[config.mk]
export PLATFORM = sky130hd
export DESIGN_NAME = fifo_sync_param
export DESIGN_NICKNAME = d
export VERILOG_FILES = /design/src/rtl/fifo_pkg.sv /design/src/rtl/fifo_ram.sv /design/src/rtl/fifo_sync_param.sv
export SDC_FILE = /design/constraint.sdc
export NUM_CORES = 1
export LEC_CHECK = 0
export ABC_AREA = 0
export BUFFER_PORTS_ARGS = -buffer_cell sky130_fd_sc_hd__buf_2
export CAP_MARGIN = 25
export CORE_MARGIN = 1.5
export CORE_UTILIZATION = 45
export CTS_CLUSTER_SIZE = 30
export DETAILED_ROUTE_END_ITERATION = 8
export PLACE_DENSITY = 0.7
export SYNTH_ARGS = -nofsm -noshare
export SYNTH_HDL_FRONTEND = slang
export SYNTH_SLANG_ARGS = --single-unit
[constraint.sdc]
create_clock -name clk -period 3.76 [get_ports clk]
set_clock_uncertainty 0.2 [all_clocks]
set_input_delay 0 -clock clk [delete_from_list [all_inputs] [get_ports clk]]
set_output_delay 0 -clock clk [all_outputs]
set_load 0.02 [all_outputs]
[src/rtl/fifo_pkg.sv]
// Shared helpers for the parametrised FIFO: address sizing, depth legality, error status bit names.
package fifo_pkg;

  typedef enum logic [0:0] {
    ERR_OVF = 1'b0,
    ERR_UNF = 1'b1
  } err_bit_e;

  function automatic int addr_w(input int depth);
    return (depth > 1) ? $clog2(depth) : 1;
  endfunction

  function automatic bit depth_ok(input int depth);
    return (depth >= 2) && (depth <= 4096) && ((depth & (depth - 1)) == 0);
  endfunction

endpackage

[src/rtl/fifo_ram.sv]
// WIDTH x DEPTH simple dual-port array: synchronous write, asynchronous read, no reset.
module fifo_ram #(
  parameter int WIDTH = 8,
  parameter int DEPTH = 16,
  parameter int AW    = 4
) (
  input  logic             clk,
  input  logic             we_i,
  input  logic [AW-1:0]    waddr_i,
  input  logic [WIDTH-1:0] wdata_i,
  input  logic [AW-1:0]    raddr_i,
  output logic [WIDTH-1:0] rdata_o
);

  logic [WIDTH-1:0] mem [DEPTH];

  always_ff @(posedge clk) begin
    if (we_i) mem[waddr_i] <= wdata_i;
  end

  assign rdata_o = mem[raddr_i];

endmodule

[src/rtl/fifo_sync_param.sv]
// Single-clock FIFO with occupancy, threshold flags, sticky error flags and synchronous flush.
// Define FIFO_FWFT_EN for first-word-fall-through output; otherwise data_out is a 1-cycle registered read.
module fifo_sync_param
  import fifo_pkg::*;
#(
  parameter int WIDTH     = 8,
  parameter int DEPTH     = 16,
  parameter int AF_MARGIN = 2,
  parameter int AE_MARGIN = 2
) (
  input  logic                   clk,
  input  logic                   rst,
  input  logic                   flush,
  input  logic [WIDTH-1:0]       data_in,
  input  logic                   wr,
  input  logic                   rd,
  output logic [WIDTH-1:0]       data_out,
  output logic                   full,
  output logic                   empty,
  output logic                   almost_full,
  output logic                   almost_empty,
  output logic [$clog2(DEPTH):0] count,
  output logic                   overflow,
  output logic                   underflow
);

  localparam int AW     = addr_w(DEPTH);
  localparam int CW     = AW + 1;
  localparam int AF_LVL = DEPTH - AF_MARGIN;

  if (!depth_ok(DEPTH)) begin : g_bad_depth
    $error("fifo_sync_param: DEPTH must be a power of two in 2..4096");
  end
  if (WIDTH < 1 || WIDTH > 256) begin : g_bad_width
    $error("fifo_sync_param: WIDTH must be in 1..256");
  end

  logic [CW-1:0]    wr_ptr_q, wr_ptr_d, rd_ptr_q, rd_ptr_d, count_q, count_d;
  logic             full_q, full_d, empty_q, empty_d, af_q, af_d, ae_q, ae_d;
  logic             ovf_q, ovf_d, unf_q, unf_d;
  logic             wr_acc, rd_acc;
  logic [WIDTH-1:0] rdata;

  always_comb begin
    // A write into a full FIFO is still taken when a read frees the head slot the same edge.
    wr_acc   = !flush && wr && (!full_q || rd);
    rd_acc   = !flush && rd && !empty_q;
    wr_ptr_d = wr_ptr_q;
    rd_ptr_d = rd_ptr_q;
    count_d  = count_q;
    ovf_d    = ovf_q;
    unf_d    = unf_q;
    if (flush) begin
      wr_ptr_d = '0;
      rd_ptr_d = '0;
      count_d  = '0;
      ovf_d    = 1'b0;
      unf_d    = 1'b0;
    end else begin
      if (wr_acc) wr_ptr_d = wr_ptr_q + CW'(1);
      if (rd_acc) rd_ptr_d = rd_ptr_q + CW'(1);
      count_d = count_q + CW'(wr_acc) - CW'(rd_acc);
      ovf_d   = ovf_q | (wr && full_q && !rd);
      unf_d   = unf_q | (rd && empty_q);
    end
    full_d  = (count_d == CW'(DEPTH));
    empty_d = (count_d == '0);
    af_d    = (int'(count_d) >= AF_LVL);
    ae_d    = (int'(count_d) <= AE_MARGIN);
  end

  always_ff @(posedge clk or posedge rst) begin
    if (rst) begin
      wr_ptr_q <= '0;
      rd_ptr_q <= '0;
      count_q  <= '0;
      full_q   <= 1'b0;
      empty_q  <= 1'b1;
      af_q     <= 1'b0;
      ae_q     <= 1'b1;
      ovf_q    <= 1'b0;
      unf_q    <= 1'b0;
    end else begin
      wr_ptr_q <= wr_ptr_d;
      rd_ptr_q <= rd_ptr_d;
      count_q  <= count_d;
      full_q   <= full_d;
      empty_q  <= empty_d;
      af_q     <= af_d;
      ae_q     <= ae_d;
      ovf_q    <= ovf_d;
      unf_q    <= unf_d;
    end
  end

  fifo_ram #(
    .WIDTH (WIDTH),
    .DEPTH (DEPTH),
    .AW    (AW)
  ) u_ram (
    .clk     (clk),
    .we_i    (wr_acc),
    .waddr_i (wr_ptr_q[AW-1:0]),
    .wdata_i (data_in),
    .raddr_i (rd_ptr_q[AW-1:0]),
    .rdata_o (rdata)
  );

`ifdef FIFO_FWFT_EN
  // Head is shown straight from the array; the last head is held once the FIFO drains.
  logic [WIDTH-1:0] hold_q;

  always_ff @(posedge clk or posedge rst) begin
    if (rst)           hold_q <= '0;
    else if (!empty_q) hold_q <= rdata;
  end

  assign data_out = empty_q ? hold_q : rdata;
`else
  logic [WIDTH-1:0] dout_q;

  always_ff @(posedge clk or posedge rst) begin
    if (rst)         dout_q <= '0;
    else if (rd_acc) dout_q <= rdata;
  end

  assign data_out = dout_q;
`endif

  assign full         = full_q;
  assign empty        = empty_q;
  assign almost_full  = af_q;
  assign almost_empty = ae_q;
  assign count        = count_q;
  assign overflow     = ovf_q;
  assign underflow    = unf_q;

endmodule

After elaboration in Yosys (flattened, before gate mapping)
Memory sizes are Yosys's and may differ from the RTL's. A register that Yosys moved wholly into a read port is not among the register bits.
Cells that the tools add are included.

word-level totals
  flip-flop bits (word level) = 21
  bits in read-only memories = 0
  memory bits (writable) = 128
  output and inout bits = 19
  bits in latches = 0
  memories kept = 1

memory list
  name       words  width  rd ports  clocked after memory_dff  write ports  RTL line        text
  u_ram.mem  16     8      1         1                         1            fifo_ram.sv:15  logic [WIDTH-1:0] mem [DEPTH];

cells by class
  reductions and logical operators = 15
  shift-type cells = 0
  bitwise operators = 2
  multiply operators = 0
  magnitude comparators = 2
  equal/unequal tests = 1
  mux-type cells = 9
  add/subtract/negate cells = 4
  div/mod/pow operators = 0

operators with widths
  cell                 number
  $mux 5               5
  $add 5x1->5 const B  2
  $logic_and 1x1->1    7
  $add 5x1->5          1
  $eq 5x5->1 const B   1
  $ge 5x4->1 const B   1
  $le 5x2->1 const B   1
  $logic_not 5->1      1
  $sub 5x1->5          1
  $logic_not 1->1      4
  $mux 1               4
  $reduce_bool 2->1    2
  $or 1x1->1           2
  $logic_or 1x1->1     1

Logic depth before layout (Yosys ltp)
  depth after elaboration = 7
  mapped depth = 12

By module
From an unflattened synthesis, not the netlist that was laid out.

unflattened totals
  cell total of the unflattened synthesis = 334
  area, all modules = 6276.0 sq um

modules (own cells, without submodules)
  module           area an instance (sq um)  cells an instance  instances
  fifo_ram         4987.3                    221                1
  fifo_sync_param  1288.7                    113                1

Worst setup path after synthesis
No wires, ideal clock.

  path kind = flip-flop to flip-flop
  from = register full_q, in the netlist full
  to = register ae_q, in the netlist almost_empty
  setup time = 122 ps
  path buffers = 0
  cell stages (with the launch flop) = 12
  arrival = 2624 ps
  slack = 814 ps
  period minus slack after synthesis = 2946 ps
  data required time = 3438 ps
  path through = dfrtp_1 -> nor2b_1 -> nor3_1 -> inv_1 -> ha_1 -> inv_1 -> ha_1 -> fa_1 -> a21o_1 -> a21oi_1 -> mux2i_1 -> a2111oi_0

on the way
  cells in the longest elaborated chain, start to end = 7

RTL lines
  what                      RTL line               text
  start: declaration        fifo_sync_param.sv:39  logic full_q, full_d, empty_q, empty_d, af_q, af_d, ae_q, ae_d;
  start signal: assignment  fifo_sync_param.sv:87  full_q <= full_d;
  $logic_not 1->1           fifo_sync_param.sv:46  wr_acc = !flush && wr && (!full_q || rd);
  $logic_or 1x1->1          fifo_sync_param.sv:46
  $logic_and 1x1->1         fifo_sync_param.sv:46
  $add 5x1->5               fifo_sync_param.sv:62  count_d = count_q + CW'(wr_acc) - CW'(rd_acc);
  $sub 5x1->5               fifo_sync_param.sv:62
  $mux 5                    fifo_sync_param.sv:53  if (flush) begin
  net count_d[4]            fifo_sync_param.sv:38  logic [CW-1:0] wr_ptr_q, wr_ptr_d, rd_ptr_q, rd_ptr_d, count_q, count_d;
  $le 5x2->1                fifo_sync_param.sv:69  ae_d = (int'(count_d) <= AE_MARGIN);
  net ae_d                  fifo_sync_param.sv:39
  end signal: assignment    fifo_sync_param.sv:80  ae_q <= 1'b1;
  end signal: assignment    fifo_sync_param.sv:90  ae_q <= ae_d;
  end: declaration          fifo_sync_param.sv:39

The timed path passes the listed nets, and every way through them passes these cells.
A chain may end at the register's enable or synchronous reset.

Final worst setup path
Ends and elaborated chain as after synthesis.

==> impl_results.md <==
* Status: completed
* R2r endpoint: almost_empty
* Worst path cell trace: nor2b_1, nor3_1, inv_1, ha_1, inv_1, ha_1, fa_1, a21o_1, a21oi_1, mux2i_1, a2111oi_0
* Hold path cells at 4
* Post-synth top flop: edfxtp_1
* Clk_lat worst skew at ~0.42 ns
* Cell Pwr Density at 635 nW/um2
* Largest net degree at the start of global routing at 25
* Hold_sp: wr
* Root Driver: clkbuf_16
* Total Routing Usage GR at 18.0%
* Hold Fails Final Rpt at 0
* First-pass GRT wire length at 18900 um
* Routed Antenna Nets at 0
* Crit path kind: reg2reg
* WHS at roughly 0.25 ns
* Slew HR at between 30 and 40%
* CTS Sinks at approximately 160
* CP Launch Type: flip-flop
* CTS tree: done
* Total number of vias at 3231
* H-tree Lvls at 4
* Critical Path Max Stage Delay at 0.45 ns
* Delay-heaviest family, CP: compound AO/OA/AOI/OAI gates
* Least-Margin Pin Slew at 1.01 ns
* Share of layout cells above drive strength 1 at 28.2%
* Post-synthesis sequential area ratio at around 70%
* Placement Cell Area at 6660 um2
* Global placement routability congestion at ~0.76
* Footprint of the multi-input gates at 1620 um2
* Setup ws final at 0.445 ns
* Most common cell in the netlist: edfxtp_1
* Mapped cell area at 6290 um2
* Min Tclk post-route at 3.31 ns
* Ratio of final minimum period to clock period at between 80% and 90%
* Clock buffer depth at 2
* Final setup fails at 0
* Pre-CTS setup slack at 0.450 ns
* Drt first pass iters at 4
* Fin area at 7430 um2
* Clock buffer count from CTS at 17
* Post-route DRC violation count at 0
* Avg Synthesized Cell Area at 18.3 um2
* Row Count at 43
* Grt met3 use at approximately 4.2%
* Die Wd at 121 um
* Most frequent cells after synthesis: 128 x edfxtp_1, 28 x mux4_2, 25 x dfrtp_1, 24 x nor2_1
* Cells after Synth at around 340
* Starting DRT DRC Count at 303
* Die Y at around 120 um
* Post-synth ARST share at 17.4%
* Data arrival, critical path at 3.37 ns
* Area Overhead vs Synth at 18.1%
* Max-slew violation count at 0
* Synth warnings at 0
* Sequential standard cell area at 4520 um2
* Core area at between 10000 and 15000 um2
* Met2 Use GR at between 20% and 30%
* Top cell type's share of synthesized area at ~61%
* Number of antenna violations at the first check in global routing at 0
* Register-to-Register Path Depth at 11
* Detail Placement HPWL at 7510 um
* Port Buffers at 31
* EDFF count, synth at 128
* Setup bufs post-CTS at 0
* Hold Crit Class: in2reg
* GR Overflow Total at 0
* Max Fanout on Critical Path at 4
* Drt wl/cell at 20.3 um
* Buffers and inverters on the worst path at 2
* Largest area contributor in the netlist: edfxtp_1
* Hold Path End: overflow
* R2r setup slk at between 0.4 and 0.5 ns
* Syn nets at approximately 370
* Vias/cell at approximately 5.4
* WP data required at 3.82 ns
* Clock transition at path regs at 0.06 ns
* # Max-Cap Violations at 0
* Top Usage Layer GRT: met2
* Reg2reg start: full
* Highest clock rate at 0.302 GHz
* CP Capture Type: flip-flop
* Die area at about 15000 um2
* Aggregate routed wire length at around 12000 um
* Synth cell types at 37
* Ranking of synthesized cells by area: edfxtp_1 61%, mux4_2 10%, dfrtp_1 9.9%
* Ports at 32
* Fill count at 1104
* Max stage delay cell, worst path: a2111oi_0
* Initial core utilization at between 40% and 50%
* Peak supply drop at 0.000294 V
* Worst path depth at 11
* Yosys reg bits at 155
* Nets at around 430
* Static leakage at 2.60 nW
* Met1 Usage GRT at 25.4%
* RSZ-0062 raised after global routing: false
* Vias in the first global route at 3310
* # diodes at 0
* Fin Setup TNS at 0 ns
-- layout make-up --
| cell class | count | share of cell area, % |
|---|---|---|
| flip-flops and latches | 155 | 60.8 |
| clock inverters | 15 | 2.52 |
| repair buffers | 56 | 5.42 |
| inverters | 12 | 0.606 |
| well taps | 180 | 3.03 |
| clock buffers | 17 | 5.72 |
| multi-input cells | 160 | 21.8 |
-- flip-flops by register name, summed over array words and instances, names as in the netlist --
register / count
wr_ptr_q: 4
empty: 1
almost_empty: 1
data_out: 8
almost_full: 1
underflow: 1
u_ram.mem: 128
count: 5
full: 1
rd_ptr_q: 4
overflow: 1
-- worst max path at each step --
| stage | startpoint | end |
|---|---|---|
| 2_1_floorplan | full | almost_empty |
| 3_3_place_gp | full | almost_empty |
| 6_report | full | almost_empty |
| 5_1_grt | full | almost_empty |
| 3_5_place_dp | full | almost_empty |
| 4_1_cts | full | almost_empty |
-- worst register-to-register path: cells and delay by family, from the launching register on --
kind,cells,cell delay (ns)
buffers and inverters,2,0.13
DFF,1,0.39
muxes,1,0.17
adders and majority gates,3,0.87
AOI/OAI and AO/OA,3,0.88
and+or+nand+nor,2,0.51
-- power breakdown --
group	switching, W	internal (W)	total [W]
logic	0.000452	0.000416	0.000868
registers	0.000127	0.00198	0.00211
clock network	0.000688	0.00106	0.00174
-- timing repair --
item,CTS,global route
hold buffers,16,0
resized for setup,0,0
endpoints found under the hold margin,172,0
-- routing by layer --
metal	part of all wire, %	vias to the layer above	wire, um
met1	46	1681	5510
met2	49	80	5880
met4	1.5	0	184
met5	0	-	0
met3	4.4	16	533
li1	-	1454	-
-- cells in the final DEF, fill, tap and decap left out, types with 6 or more instances in the layout --
cell,Yosys,layout
mux2_2,9,9
nor2b_1,11,11
buf_2,7,31
dlygate4sd3_1,0,16
o21ai_0,6,6
nand2_1,8,8
edfxtp_1,128,128
ha_1,10,10
mux4_2,28,28
o21ai_1,6,6
nor3_1,8,8
inv_1,11,11
clkbuf_16,0,17
buf_4,0,8
dfrtp_1,25,24
nor2_1,24,24
xor2_1,6,6
a21oi_1,6,6
-- logic make-up after synthesis --
| family | count (synthesis) | synth area share (%) |
|---|---|---|
| buffers and inverters | 29 | 2.37 |
| DFF | 155 | 71.8 |
| adders and majority gates | 11 | 2.31 |
| and+or+nand+nor | 63 | 4.89 |
| AOI/OAI and AO/OA | 30 | 3.12 |
| xor gates and xnor gates | 10 | 1.39 |
| muxes | 46 | 14.1 |
-- metrics by stage --
step	std cells	util, %	power, W
2_1_floorplan	344	-	0.00275
3_3_place_gp	546	48.2	0.00297
3_5_place_dp	547	48.4	0.00300
4_1_cts	595	54.0	0.00477
5_1_grt	595	54.0	0.00492
6_report	595	54.0	0.00472
(Power assumes the default switching activity.)
